File: config.mk
export PLATFORM = sky130hd
export DESIGN_NAME = multi_lane_dispatcher
export DESIGN_NICKNAME = d
export VERILOG_FILES = /design/src/rtl/multi_lane_dispatcher.sv
export SDC_FILE = /design/constraint.sdc
export NUM_CORES = 1
export LEC_CHECK = 0
export ABC_CLOCK_PERIOD_IN_PS = 7000
export CELL_PAD_IN_SITES_DETAIL_PLACEMENT = 0
export CELL_PAD_IN_SITES_GLOBAL_PLACEMENT = 1
export CORE_AREA = 10 10 179 181
export CTS_BUF_LIST = sky130_fd_sc_hd__clkbuf_8 sky130_fd_sc_hd__clkbuf_16
export DETAILED_ROUTE_END_ITERATION = 7
export DIE_AREA = 0 0 189 191
export PLACE_DENSITY_LB_ADDON = 0.12
export SKIP_CTS_REPAIR_TIMING = 1
export SLEW_MARGIN = 30
export SYNTH_ARGS = -nofsm -noshare
export SYNTH_HDL_FRONTEND = slang
export SYNTH_HIERARCHICAL = 1
export SYNTH_SLANG_ARGS = --single-unit
File: constraint.sdc
create_clock -name clk -period 7 [get_ports clk]
set_input_delay 1.4 -clock clk [delete_from_list [all_inputs] [get_ports clk]]
set_output_delay 1.4 -clock clk [all_outputs]
set_load 0.02 [all_outputs]
File: src/rtl/multi_lane_dispatcher.sv
// Multi-lane dispatcher: issues up to NUM_LANES unique activations per beat from a
// repetition-annotated activation group, each tagged with its in-group index and the current weight.
module mld_fifo #(
    parameter int W     = 8,
    parameter int DEPTH = 4
) (
    input  logic         clk,
    input  logic         rst,
    input  logic         push_i,
    input  logic [W-1:0] din_i,
    input  logic         pop_i,
    output logic [W-1:0] dout_o,
    output logic         empty_o,
    output logic         avail_o
);
    localparam int AW = $clog2(DEPTH);

    logic [W-1:0]  mem_q [DEPTH];
    logic [AW-1:0] wr_q, rd_q;
    logic [AW:0]   cnt_q;
    logic          do_push, do_pop;

    assign empty_o = (cnt_q == '0);
    assign do_push = push_i && (cnt_q != (AW+1)'(DEPTH));
    assign do_pop  = pop_i && !empty_o;
    // Two free slots leave room for a push already in flight when avail drops.
    assign avail_o = (cnt_q <= (AW+1)'(DEPTH - 2));
    assign dout_o  = mem_q[rd_q];

    always_ff @(posedge clk) begin
        if (rst) begin
            wr_q  <= '0;
            rd_q  <= '0;
            cnt_q <= '0;
        end else begin
            if (do_push) wr_q <= wr_q + 1'b1;
            if (do_pop)  rd_q <= rd_q + 1'b1;
            cnt_q <= cnt_q + (AW+1)'(do_push) - (AW+1)'(do_pop);
        end
    end

    always_ff @(posedge clk) begin
        if (do_push) mem_q[wr_q] <= din_i;
    end
endmodule

module multi_lane_dispatcher #(
    parameter int GROUP_SIZE    = 4,
    parameter int DATA_WIDTH    = 8,
    parameter int NUM_LANES     = 2,
    parameter int FIFO_DEPTH    = 4,
    parameter int LOG_MAX_ITERS = 16,
    parameter int LOG_MAX_READS = 16,
    localparam int REP_INFO = GROUP_SIZE * GROUP_SIZE,
    localparam int IW       = GROUP_SIZE * DATA_WIDTH + REP_INFO,
    localparam int LW       = DATA_WIDTH + $clog2(GROUP_SIZE),
    localparam int OW       = NUM_LANES * LW + DATA_WIDTH + REP_INFO
) (
    input  logic                     clk,
    input  logic                     rst,
    input  logic                     configure,
    input  logic [LOG_MAX_ITERS-1:0] num_iters,
    input  logic [LOG_MAX_READS-1:0] num_reads_per_iter,
    input  logic                     dedup_en,
    input  logic [IW-1:0]            act_data_in,
    input  logic                     act_valid_in,
    output logic                     act_avail_out,
    input  logic [DATA_WIDTH-1:0]    weight_data_in,
    input  logic                     weight_valid_in,
    output logic                     weight_avail_out,
    output logic [OW-1:0]            data_out,
    output logic [NUM_LANES-1:0]     lane_valid_out,
    output logic                     last_out,
    output logic                     valid_out,
    input  logic                     avail_in,
    output logic                     done_out
);
    localparam int G    = GROUP_SIZE;
    localparam int DW   = DATA_WIDTH;
    localparam int L    = NUM_LANES;
    localparam int IDXW = $clog2(G);
    localparam int CW   = $clog2(G + 1);

    typedef enum logic [1:0] {S_IDLE, S_RUN, S_DONE} state_t;

    state_t                   state_q, state_d;
    logic [LOG_MAX_ITERS-1:0] iters_q, iters_d;
    logic [LOG_MAX_READS-1:0] reads_q, reads_d, reads_ld_q, reads_ld_d;
    logic                     dedup_q, dedup_d, first_q, first_d;
    logic [G-1:0]             pend_q, pend_d;

    logic [IW-1:0]       act_head;
    logic [DW-1:0]       w_head;
    logic                act_empty, w_empty, act_pop, w_pop;
    logic [REP_INFO-1:0] rep;
    logic [G-1:0]        diag, cand, issued;
    logic [L-1:0]        lv;
    logic [L*LW-1:0]     lanes;
    logic [CW-1:0]       pop_cnt;
    logic [IDXW-1:0]     idx_v;
    logic                last, show, fire;

    mld_fifo #(.W(IW), .DEPTH(FIFO_DEPTH)) u_act_fifo (
        .clk(clk), .rst(rst), .push_i(act_valid_in), .din_i(act_data_in), .pop_i(act_pop),
        .dout_o(act_head), .empty_o(act_empty), .avail_o(act_avail_out)
    );

    mld_fifo #(.W(DW), .DEPTH(FIFO_DEPTH)) u_w_fifo (
        .clk(clk), .rst(rst), .push_i(weight_valid_in), .din_i(weight_data_in), .pop_i(w_pop),
        .dout_o(w_head), .empty_o(w_empty), .avail_o(weight_avail_out)
    );

    assign rep  = act_head[IW-1 -: REP_INFO];
    assign cand = first_q ? diag : pend_q;

    always_comb begin
        diag = '0;
        for (int i = 0; i < G; i++) diag[i] = dedup_q ? rep[i*G + i] : 1'b1;
    end

    // Walk the candidate mask low-to-high, packing the first L set indices into lanes.
    always_comb begin
        lanes   = '0;
        lv      = '0;
        issued  = '0;
        pop_cnt = '0;
        idx_v   = '0;
        for (int i = 0; i < G; i++) begin
            if (cand[i]) begin
                idx_v = IDXW'(i);
                for (int k = 0; k < L; k++) begin
                    if (pop_cnt == CW'(k)) begin
                        lanes[k*LW +: LW] = {idx_v, act_head[i*DW +: DW]};
                        lv[k]             = 1'b1;
                        issued[i]         = 1'b1;
                    end
                end
                pop_cnt = pop_cnt + 1'b1;
            end
        end
    end

    assign last    = (pop_cnt <= CW'(L));
    assign show    = (state_q == S_RUN) && !act_empty && !w_empty;
    assign fire    = show && !configure && avail_in;
    assign act_pop = fire && last;
    assign w_pop   = fire && last && (reads_q == LOG_MAX_READS'(1));

    assign valid_out      = fire;
    assign lane_valid_out = show ? lv : '0;
    assign last_out       = show && last;
    assign data_out       = show ? {rep, w_head, lanes} : '0;
    assign done_out       = (state_q == S_DONE);

    always_comb begin
        state_d    = state_q;
        iters_d    = iters_q;
        reads_d    = reads_q;
        reads_ld_d = reads_ld_q;
        dedup_d    = dedup_q;
        first_d    = first_q;
        pend_d     = pend_q;
        if (configure) begin
            iters_d    = num_iters;
            reads_d    = num_reads_per_iter;
            reads_ld_d = num_reads_per_iter;
            dedup_d    = dedup_en;
            first_d    = 1'b1;
            pend_d     = '0;
            state_d    = (num_iters == '0 || num_reads_per_iter == '0) ? S_DONE : S_RUN;
        end else begin
            case (state_q)
                S_RUN: begin
                    if (fire) begin
                        if (last) begin
                            first_d = 1'b1;
                            pend_d  = '0;
                            if (reads_q == LOG_MAX_READS'(1)) begin
                                reads_d = reads_ld_q;
                                if (iters_q == LOG_MAX_ITERS'(1)) state_d = S_DONE;
                                else iters_d = iters_q - 1'b1;
                            end else begin
                                reads_d = reads_q - 1'b1;
                            end
                        end else begin
                            pend_d  = cand & ~issued;
                            first_d = 1'b0;
                        end
                    end
                end
                S_DONE:  state_d = S_IDLE;
                default: state_d = state_q;
            endcase
        end
    end

    always_ff @(posedge clk) begin
        if (rst) begin
            state_q    <= S_IDLE;
            iters_q    <= '0;
            reads_q    <= '0;
            reads_ld_q <= '0;
            dedup_q    <= 1'b0;
            first_q    <= 1'b1;
            pend_q     <= '0;
        end else begin
            state_q    <= state_d;
            iters_q    <= iters_d;
            reads_q    <= reads_d;
            reads_ld_q <= reads_ld_d;
            dedup_q    <= dedup_d;
            first_q    <= first_d;
            pend_q     <= pend_d;
        end
    end
endmodule
* Word-level counts from Yosys, hierarchy flattened *
Memory sizes are Yosys's and may differ from the RTL's. A register that Yosys moved wholly into a read port is not among the register bits.
Index checks and enable logic that the tools add are counted.

storage, ports and cells
  register bits after elaboration = 70
  memory bits (writable) = 224
  input bits = 95
  output and inout port bits = 51
  logic and storage cells = 147
  memories kept = 2

cells by class
  add/sub/neg operators = 13
  order comparisons = 3
  equal/unequal tests = 14
  multiplexer cells = 68
  bitwise gates (word level) = 2
  reductions and logical operators = 32

memory list
  name              depth  width  read ports  clocked after memory_dff  wr ports  line  text
  u_act_fifo.mem_q  4      48     1           1                         1         18    logic [W-1:0] mem_q [DEPTH];
  u_w_fifo.mem_q    4      8      1           1                         1         18

operator list
  cell                                                                     number
  16-bit 2-to-1 mux                                                        11
  10-bit 2-to-1 mux                                                        5
  44-bit 2-to-1 mux                                                        1
  20-bit 2-to-1 mux                                                        2
  16-bit by 1-bit equality test with 1-bit output (second input constant)  2
  16-bit logical NOT                                                       2
  16-bit by 1-bit subtractor with 16-bit output (second input constant)    2
  2-bit 2-to-1 mux                                                         14
  1-bit 2-to-1 mux                                                         26
  19-bit 2-to-1 mux                                                        1
  3-bit logical NOT                                                        5
  3-bit != test (second input constant)                                    4
  1-bit logical AND                                                        11
  5-bit AND reduction                                                      2
  3-bit by 1-bit adder with 3-bit output (second input constant)           3
  3-bit by 1-bit equality test with 1-bit output (second input constant)   3
  3-bit by 2-bit <= comparator with 1-bit output (second input constant)   3
  3-bit 2-to-1 mux                                                         3
  9-bit 2-to-1 mux                                                         1
  2-bit by 1-bit adder with 2-bit output (second input constant)           4
  4-bit 2-to-1 mux                                                         2
  8-bit 2-to-1 mux                                                         1
  2-bit nonzero test                                                       4
  3-bit by 1-bit adder with 3-bit output                                   2
  14 further kinds                                                         18

* Logic depth before layout (Yosys ltp) *
Gate-level depths: netlist (run 1).

  depth after elaboration = 15
  gate-level depth with buffers = 28
  mapped depth without buffers = 22

* Hierarchy *
Netlist (run 1), hierarchy kept.

by module, submodules not included
  module                  times used  cells each  area an instance (um^2)  seq. area each (um^2)
  mld_fifo at u_act_fifo  1           302         7397.1                   5945.7
  multi_lane_dispatcher   1           543         4108.9                   1081.0
  mld_fifo at u_w_fifo    1           94          1646.6                   1141.1

* Worst setup path after synthesis (run 1) *
No wires, ideal clock.

  path kind = flip-flop to output port
  from = reg with a tool-made name
  to = out data_out[17]
  arrival = 3.973 ns
  required time = 5.600 ns
  slack = 1.627 ns
  cell stages (with the launch flop) = 17
  path buffers = 5
  cells stage by stage = dfxtp_1 buf_2 buf_2 mux4_2 inv_1 a21boi_0 inv_1 ha_1 nand3b_1 clkbuf_1 clkbuf_1 nand2_1 ha_1 nand3_1 clkbuf_1 nor2_1 a211oi_1

RTL lines
  element           line  text
  end: declaration  71    output logic [OW-1:0] data_out,

==> results.cfg, run 1 <==
[sta]
whs_ns = 0.463
slew_headroom = 0.453
setup_violations = 0
fin_tns_setup_ns = 0
hold_viol = 0
max_freq_mhz = 160
period_minus_slack_ns = 6.26
fin_crit_sh = 0.895
finalMaxSlewViolations = 0
worst_slack_ns = 0.737
rsz0062_at_grt = false
tightest_slew_ns = 0.821
finalClockSkew_ns = 0.0173

[yosys]
synth_fa_ha_area_frac = 0.0283
synth.area.mux_share = 0.109
ys_seq_elements = 296
synth.net_count = 1062
yosysUniqueCellTypes = 70
syn_area_per_cell_um2 = 14.0
synth-simple-area-share = 0.117
async_flop_share = 0
synth_compound_area_frac = 0.0812
ys_warn_count = 6
synth_xor_area_frac = 0.0107
synth_area_um2 = 13200
synth_top_family_by_area = simple AND/OR/NAND/NOR gates
synthFlopType = edfxtp_1
synth_cells = 939
synth-edff-count = 224
yosysSeqAreaShare = 0.621

[clock_network]
cts_buffers = 31
cts_root_buf = clkbuf_16
cts_tree = yes
htreeDepth = 1
clk_pin_slew_ns = 0.07
clk_latency_ns = 0.55
cts_sinks = 296
clockBufferDepth = 3

[finish]
area_growth_pct = 21.8
final_layout_size_suffix_gt1_frac = 0.143
register_area_um2 = 8170
final_area_um2 = 16000
finalNetCount = 1200
multiInputGateArea_um2 = 4580
fin_util = 0.563
finalNonFillerCells = 1488
nFillCells = 2375

[detailed_routing]
wl_um = 31900
firstDrtPassIters = 5
drcViolationCount = 0
drt_iter0_drc = 505
via_count = 8285
wl_per_cell_um = 21.4
antenna_left = 0
viasPerCell = 5.57

[placement]
gp_congestion = 0.786
dpl_worst_slack_ns = 1.30
port_buffers = 145
hpwl_um = 21400
placed_cells = 1428
placed_area_um2 = 14900

[pwr]
power_density_nw_per_um2 = 281
p_leak_nw = 5.40
total_power_mw = 4.50
peakVddDrop_v = 0.000203

[floorplan]
die-width_um = 189
die_h_um = 191
core-area_um2 = 28500
dieArea_um2 = 36100
io-pin-count = 146
initial_core_util = 0.462
row_count = 62

[grt]
gr-total-overflow = 0
grt_pass1_wl_um = 50000
grt_pass1_vias = 8581
grt_usage = 0.175
grt_start_max_net_pins = 76
antenna_found_initial = 3

[min_path]
min_from = reads_ld_q[14]$_SDFFE_PP0P_
whs_endpoint = reads_ld_q[14]$_SDFFE_PP0P_
whs_path_depth = 2
holdCritPathClass = flip-flop to flip-flop

[setup_path]
startpoint_type = flip-flop
required_ns = 5.60
rr_worst_depth = 23
critPathMaxFanout = 23
endpoint_kind = output port
ff2ff_setup_slack_ns = 1.66
crit_type = flip-flop to output port
r2r-end = u_w_fifo/cnt_q[2]$_SDFF_PP0_
crit_arrival_ns = 4.86

[flow_run]
maxCapViolations = 0

[run_status]
outcome = complete, no violations
## report_power, final
group	internal (mW)	switching, mW
Combinational	0.269	0.373
Sequential	2.06	0.0615
Clock	1.06	0.669
Total	3.39	1.10
## layout by cell type (no fill, tap or decap), types with 13 or more instances in the layout
cell,Yosys,routed
a21oi_1,43,43
dfxtp_1,72,70
nor2_1,91,91
clkbuf_16,0,31
inv_1,39,42
nand3_1,18,18
ha_1,25,25
edfxtp_1,224,224
o21ai_0,24,24
buf_4,3,15
a211oi_1,36,36
nand2_1,30,30
mux2i_1,14,14
xnor2_1,13,13
nor4_1,16,16
and2_1,29,25
mux4_2,56,56
clkdlybuf4s50_1,0,143
## routing by layer
layer / vias up / GRT usage / wire length, um
li1: 3903 / - / -
met1: 4161 / 0.229 / 14000
met2: 186 / 0.290 / 15400
met3: 35 / 0.0432 / 2010
met4: 0 / 0.0345 / 455
met5: - / 0 / 0
## synth_stat cells (all sizes together) (11+ instances only)
cell | count | area (um2)
clkbuf | 34 | 128
mux4 | 56 | 1260
nor4 | 28 | 277
nand3 | 19 | 108
nand2 | 30 | 113
mux2i | 14 | 140
buf | 21 | 138
ha | 25 | 313
xnor2 | 13 | 114
o21ai | 24 | 120
edfxtp | 224 | 6730
dfxtp | 72 | 1440
a21oi | 43 | 215
a211oi | 36 | 270
and2 | 34 | 219
inv | 40 | 150
nor3b | 11 | 82.6
nor2 | 91 | 342
## cell families after synthesis
logic type / count (synthesis)
buffers and inverters: 96
AOI/OAI and AO/OA: 159
DFF: 296
adders and majority gates: 28
muxes: 73
xor gates and xnor gates: 16
and+or+nand+nor: 271
## sequential cells by signal, indices dropped and copies added, names as in the netlist, 3 cells and up, named ones only
signal,cells
u_act_fifo/mem_q,192
iters_q,16
reads_ld_q,16
u_w_fifo/cnt_q,3
u_w_fifo/mem_q,32
reads_q,16
u_act_fifo/cnt_q,3
## layout make-up
| class | instances | area share |
|---|---|---|
| Antenna cell | 3 | 0.000468 |
| Clock buffer | 31 | 0.0484 |
| Clock inverter | 26 | 0.0189 |
| Inverter | 41 | 0.00960 |
| Multi-Input combinational cell | 547 | 0.286 |
| Sequential cell | 296 | 0.510 |
| Tap cell | 384 | 0.0300 |
| Timing Repair Buffer | 160 | 0.0970 |
## how the worst max path moves through the flow
stage,from,depth (start not counted),to
after floorplan,flip-flop,16,data_out[17]
after global placement,flip-flop,15,last_out
after detailed placement,flip-flop,15,last_out
after CTS,flip-flop,15,last_out
after global routing,flip-flop,15,last_out
final,flip-flop,15,last_out
## critical path, cell delays in order, from the launching register on
cell             delay (ns)
dfxtp_2                0.73
mux4_2                 0.34
inv_1                  0.05
a21boi_0               0.57
inv_1                  0.15
ha_1                   0.25
nand3b_1               0.08
buf_4                  0.23
nand2_1                0.15
inv_1                  0.09
ha_1                   0.13
nor3b_1                0.35
xor2_1                 0.22
nand2_1                0.14
nor2_1                 0.19
clkdlybuf4s50_1        0.66
Power figures use the tool's default switching activity.
==> run 2: changes to the inputs <==
--- a/config.mk
+++ b/config.mk
@@ -8,10 +8,11 @@
 export ABC_CLOCK_PERIOD_IN_PS = 7000
 export CELL_PAD_IN_SITES_DETAIL_PLACEMENT = 0
 export CELL_PAD_IN_SITES_GLOBAL_PLACEMENT = 1
-export CORE_AREA = 10 10 179 181
+export CORE_AREA = 10 10 169 171
 export CTS_BUF_LIST = sky130_fd_sc_hd__clkbuf_8 sky130_fd_sc_hd__clkbuf_16
 export DETAILED_ROUTE_END_ITERATION = 7
-export DIE_AREA = 0 0 189 191
+export DIE_AREA = 0 0 179 181
+export DONT_BUFFER_PORTS = 1
 export PLACE_DENSITY_LB_ADDON = 0.12
 export SKIP_CTS_REPAIR_TIMING = 1
 export SLEW_MARGIN = 30
==> run 2 against run 1 <==
  * Sequential power is essentially flat
  * Worst setup slack gained 0.19 ns
  * Utilization grew 1.6 points
  * Final area shrank 9.6%
  * Non-clock buffer count shrank 141
  * Highest routed layer unchanged
  * Flip-flop and latch count is the same
  * Register-to-register slack lost 0.64 ns
  * Count of clock-buffer cells in the layout grew 1
  * Clock power shrank 6%
  * Critical path type unchanged
  * Via count shrank 5.3%
  * Largest cell class unchanged
==> results.cfg, run 2 (synthesized netlist as in run 1, its figures left out) <==
[clock_network]
htreeDepth = 1
cts_root_buf = clkbuf_16
cts_sinks = 296
cts_tree = yes
clk_pin_slew_ns = 0.06
clockBufferDepth = 3
clk_latency_ns = 0.55
cts_buffers = 30

[detailed_routing]
wl_um = 29500
viasPerCell = 6.09
firstDrtPassIters = 5
antenna_left = 0
drt_iter0_drc = 565
wl_per_cell_um = 22.9
drcViolationCount = 0
via_count = 7850

[floorplan]
row_count = 58
dieArea_um2 = 32400
core-area_um2 = 25000
die_h_um = 181
die-width_um = 179
io-pin-count = 146
initial_core_util = 0.525

[finish]
diodes = 0
reg_top3 = u_act_fifo/mem_q: 192 flops, u_w_fifo/mem_q: 32 flops
layout_common_cells = edfxtp_1 (224), nor2_1 (91), dfxtp_1 (70)
area_growth_pct = 10.1
largest_reg_flops = 192
layout_commonest_cell = edfxtp_1
largest-register = u_act_fifo/mem_q
finalNetCount = 1058
final_layout_size_suffix_gt1_frac = 0.167

[sta]
setup_violations = 0
hold_viol = 0
rsz0062_at_grt = false
finalClockSkew_ns = 0.00854
finalMaxSlewViolations = 0
fin_tns_setup_ns = 0
tightest_slew_ns = 0.838
slew_headroom = 0.436
fin_crit_sh = 0.868
worst_slack_ns = 0.927
period_minus_slack_ns = 6.07
max_freq_mhz = 165

[pwr]
pwr-share-seq = 0.498
p_comb_frac = 0.120
clock_power_share = 0.382
intPower_mw = 3.21
p_switching_mw = 1.05
total_power_mw = 4.27
p_leak_nw = 4.85
swShare = 0.247
peakVddDrop_v = 0.000239
power_density_nw_per_um2 = 294

[run_status]
outcome = complete, no violations

[setup_path]
required_ns = 5.60
critPathMaxFanout = 20
endpoint_kind = output port
startpoint_type = flip-flop
crit_arrival_ns = 4.67
crit_type = flip-flop to output port

[placement]
gp_congestion = 0.808
port_buffers = 0
hpwl_um = 19800
dpl_worst_slack_ns = 0.927

[grt]
grt_start_max_net_pins = 76
grt_usage = 0.181
antenna_found_initial = 0
grt_pass1_wl_um = 46600
grt_pass1_vias = 8257
gr-total-overflow = 0

[flow_run]
maxCapViolations = 0

[min_path]
holdCritPathClass = flip-flop to flip-flop
## run 2: changes by cell type in the layout (fill, tap and decap cells not counted), moves of 3 or more
cell,delta
buf_4,+3
diode_2,-3
bufinv_16,-3
clkdlybuf4s50_1,-143
clkinvlp_4,+3
clkinv_1,-3
## run 2: final timing paths
path / end / startpoint / cells past startpoint / slack (ns)
max reg2reg: u_act_fifo/cnt_q[2]$_SDFF_PP0_ / flip-flop / 23 / 1.02
min reg2reg: reads_ld_q[14]$_SDFFE_PP0P_ / reads_ld_q[14]$_SDFFE_PP0P_ / 2 / 0.46
min: reads_ld_q[14]$_SDFFE_PP0P_ / reads_ld_q[14]$_SDFFE_PP0P_ / 2 / 0.46
max: data_out[17] / flip-flop / 11 / 0.93
## run 2: area by class of cell
cell class,count,area [um2]
Clock buffer,32,790
Clock inverter,24,233
Fill cell,1981,10600
Inverter,41,154
Multi-Input combinational cell,547,4580
Sequential cell,296,8170
Tap cell,330,413
Timing Repair Buffer,19,146
## run 2: through the flow
stage	instance area [um2]	utilization	hold slack, ns	instances
2_1_floorplan	13200	-	0.441	939
3_3_place_gp	13500	0.538	0.445	1233
3_5_place_dp	13500	0.538	0.451	1233
4_1_cts	14500	0.578	0.462	1289
5_1_grt	14500	0.579	0.480	1289
6_report	14500	0.579	0.461	1289
## run 2: metal layers
| layer | GRT usage | vias to the layer above | part of all wire |
|---|---|---|---|
| met2 | 0.295 | 240 | 0.48 |
| met5 | 0 | - | 0 |
| li1 | - | 3614 | - |
| met3 | 0.0628 | 47 | 0.096 |
| met1 | 0.221 | 3949 | 0.39 |
| met4 | 0.0549 | 0 | 0.028 |
## run 2: critical path, stage by stage, from the launching register on
cell and delay (ns):
dfxtp_4 0.38, mux4_2 0.52, nand2b_1 0.17, and2_1 0.31, inv_1 0.17, ha_1 0.19
nand3b_1 0.54, nand2_1 0.36, ha_1 0.23, nand3_1 0.47, a211oi_1 0.55, buf_4 0.22
## run 2: power groups by stage
| stage | Combinational [mW] | Clock, mW | Sequential (mW) |
|---|---|---|---|
| final | 0.513 | 1.63 | 2.12 |
| after global routing | 0.568 | 1.74 | 2.14 |
| after CTS | 0.523 | 1.67 | 2.12 |
| after detailed placement | 0.521 | 0 | 2.16 |
| after global placement | 0.502 | 0 | 2.15 |
| after floorplan | 0.393 | 0 | 2.14 |
==> run 3: changes to the inputs <==
--- a/config.mk
+++ b/config.mk
@@ -8,10 +8,11 @@
 export ABC_CLOCK_PERIOD_IN_PS = 7000
 export CELL_PAD_IN_SITES_DETAIL_PLACEMENT = 0
 export CELL_PAD_IN_SITES_GLOBAL_PLACEMENT = 1
-export CORE_AREA = 10 10 169 171
+export CORE_AREA = 10 10 193 195
 export CTS_BUF_LIST = sky130_fd_sc_hd__clkbuf_8 sky130_fd_sc_hd__clkbuf_16
+export CTS_CLUSTER_SIZE = 25
 export DETAILED_ROUTE_END_ITERATION = 7
-export DIE_AREA = 0 0 179 181
+export DIE_AREA = 0 0 203 205
 export DONT_BUFFER_PORTS = 1
 export PLACE_DENSITY_LB_ADDON = 0.12
 export SKIP_CTS_REPAIR_TIMING = 1
==> run 3 against run 2 <==
  * Sequential share of layout area shrank 1.0 points
  * Count of clock-buffer cells in the layout is 3 higher
  * Critical path depth fell by 4
  * Flip-flop and latch count did not move
  * Worst hold slack better by 0.00051 ns
  * Worst setup slack improved by 0.34 ns
  * Clock power up 9%
  * Critical endpoint is now lane_valid_out[1]
==> results.cfg, run 3 (synthesized netlist as in run 1, its figures left out) <==
[setup_path]
endpoint_kind = output port
ff2ff_setup_slack_ns = 1.37
crit_type = flip-flop to output port
crit_arrival_ns = 4.33
startpoint_type = flip-flop
required_ns = 5.60
rr_worst_depth = 22
critPathMaxFanout = 18
r2r-end = u_act_fifo/cnt_q[2]$_SDFF_PP0_

[detailed_routing]
viasPerCell = 5.45
drt_iter0_drc = 499
antenna_left = 0
via_count = 7711
wl_um = 32100
drcViolationCount = 0
wl_per_cell_um = 22.6
firstDrtPassIters = 4

[grt]
grt_util_met1 = 0.191
busiest_layer = met2
antenna_found_initial = 0
use_met2 = 0.249
grt_pass1_wl_um = 49400
grt_start_max_net_pins = 76
met3_usage = 0.0501
grt_usage = 0.154
grt_pass1_vias = 7900
gr-total-overflow = 0

[finish]
diodes = 0
fin_util = 0.443
final_layout_size_suffix_gt1_frac = 0.166
largest-register = u_act_fifo/mem_q
largest_reg_flops = 192
reg_top3 = u_act_fifo/mem_q: 192 flops, u_w_fifo/mem_q: 32 flops
finalNetCount = 1065
register_area_um2 = 8170
area_growth_pct = 12.2
layout_common_cells = edfxtp_1 (224), nor2_1 (91), dfxtp_1 (70)
nFillCells = 3049
layout_commonest_cell = edfxtp_1
multiInputGateArea_um2 = 4580

[sta]
fin_crit_sh = 0.819
max_freq_mhz = 175
finalMaxSlewViolations = 0
fin_tns_setup_ns = 0
whs_ns = 0.461
finalClockSkew_ns = 0.0259
period_minus_slack_ns = 5.73
rsz0062_at_grt = false
hold_viol = 0
tightest_slew_ns = 0.832
slew_headroom = 0.441
worst_slack_ns = 1.27
setup_violations = 0

[clock_network]
cts_root_buf = clkbuf_16
clockBufferDepth = 3
cts_buffers = 35
clk_pin_slew_ns = 0.06
clk_latency_ns = 0.53
cts_tree = yes
cts_sinks = 296
htreeDepth = 2

[min_path]
whs_endpoint = pend_q[2]$_SDFFE_PP0P_
whs_path_depth = 2
holdCritPathClass = flip-flop to flip-flop
min_from = pend_q[2]$_SDFFE_PP0P_

[floorplan]
die-width_um = 203
dieArea_um2 = 41600
core-area_um2 = 33300
die_h_um = 205
initial_core_util = 0.395
row_count = 67
io-pin-count = 146

[flow_run]
maxCapViolations = 0

[placement]
dpl_worst_slack_ns = 1.33
hpwl_um = 21100
gp_congestion = 0.761
port_buffers = 0

[pwr]
power_density_nw_per_um2 = 299
peakVddDrop_v = 0.000230
p_leak_nw = 4.92

[run_status]
outcome = complete, no violations
-- run 3: worst max-delay path: stages, from the launching register on --
cell and delay (ns):
dfxtp_4 0.57, mux4_2 0.58, nand2b_1 0.17, and2_1 0.33, fa_1 0.67, ha_1 0.24
nand3_1 0.49, a21oi_1 0.75
-- run 3: routing by layer --
metal  vias to the layer above  part of all wire
met5                         -                 0
met4                         0             0.024
met3                        48             0.073
met2                       173              0.48
met1                      3858              0.42
li1                       3632                 -
-- run 3: final cells by class --
class	count	area share
clock buffer	35	0.0593
clock inverter	28	0.0176
inverter	41	0.0104
multi-input combinational	547	0.310
sequential	296	0.554
tap	448	0.0380
timing repair buffer	21	0.0107
-- run 3: per-stage QoR --
step                      power [mW]  instances  instance area (um2)
after floorplan                 2.54        939                13200
after global placement          2.69       1353                13600
after detailed placement        2.70       1353                13600
after CTS                       4.49       1416                14800
after global routing            4.62       1416                14800
final                           4.42       1416                14800
-- run 3: power breakdown --
part / switching (mW) / internal, mW
logic: 0.332 / 0.189
registers: 0.0597 / 2.06
clock network: 0.707 / 1.06
total: 1.10 / 3.32
-- run 3: worst max-delay path by stage --
stage | from | to | slack [ns]
finish | flip-flop | lane_valid_out[1] | 1.27
global route | flip-flop | u_act_fifo/cnt_q[2]$_SDFF_PP0_ | 0.74
CTS | flip-flop | data_out[7] | 1.18
detailed placement | flip-flop | u_act_fifo/cnt_q[2]$_SDFF_PP0_ | 1.33
global placement | flip-flop | u_act_fifo/cnt_q[2]$_SDFF_PP0_ | 1.38
floorplan | flip-flop | data_out[17] | 1.63
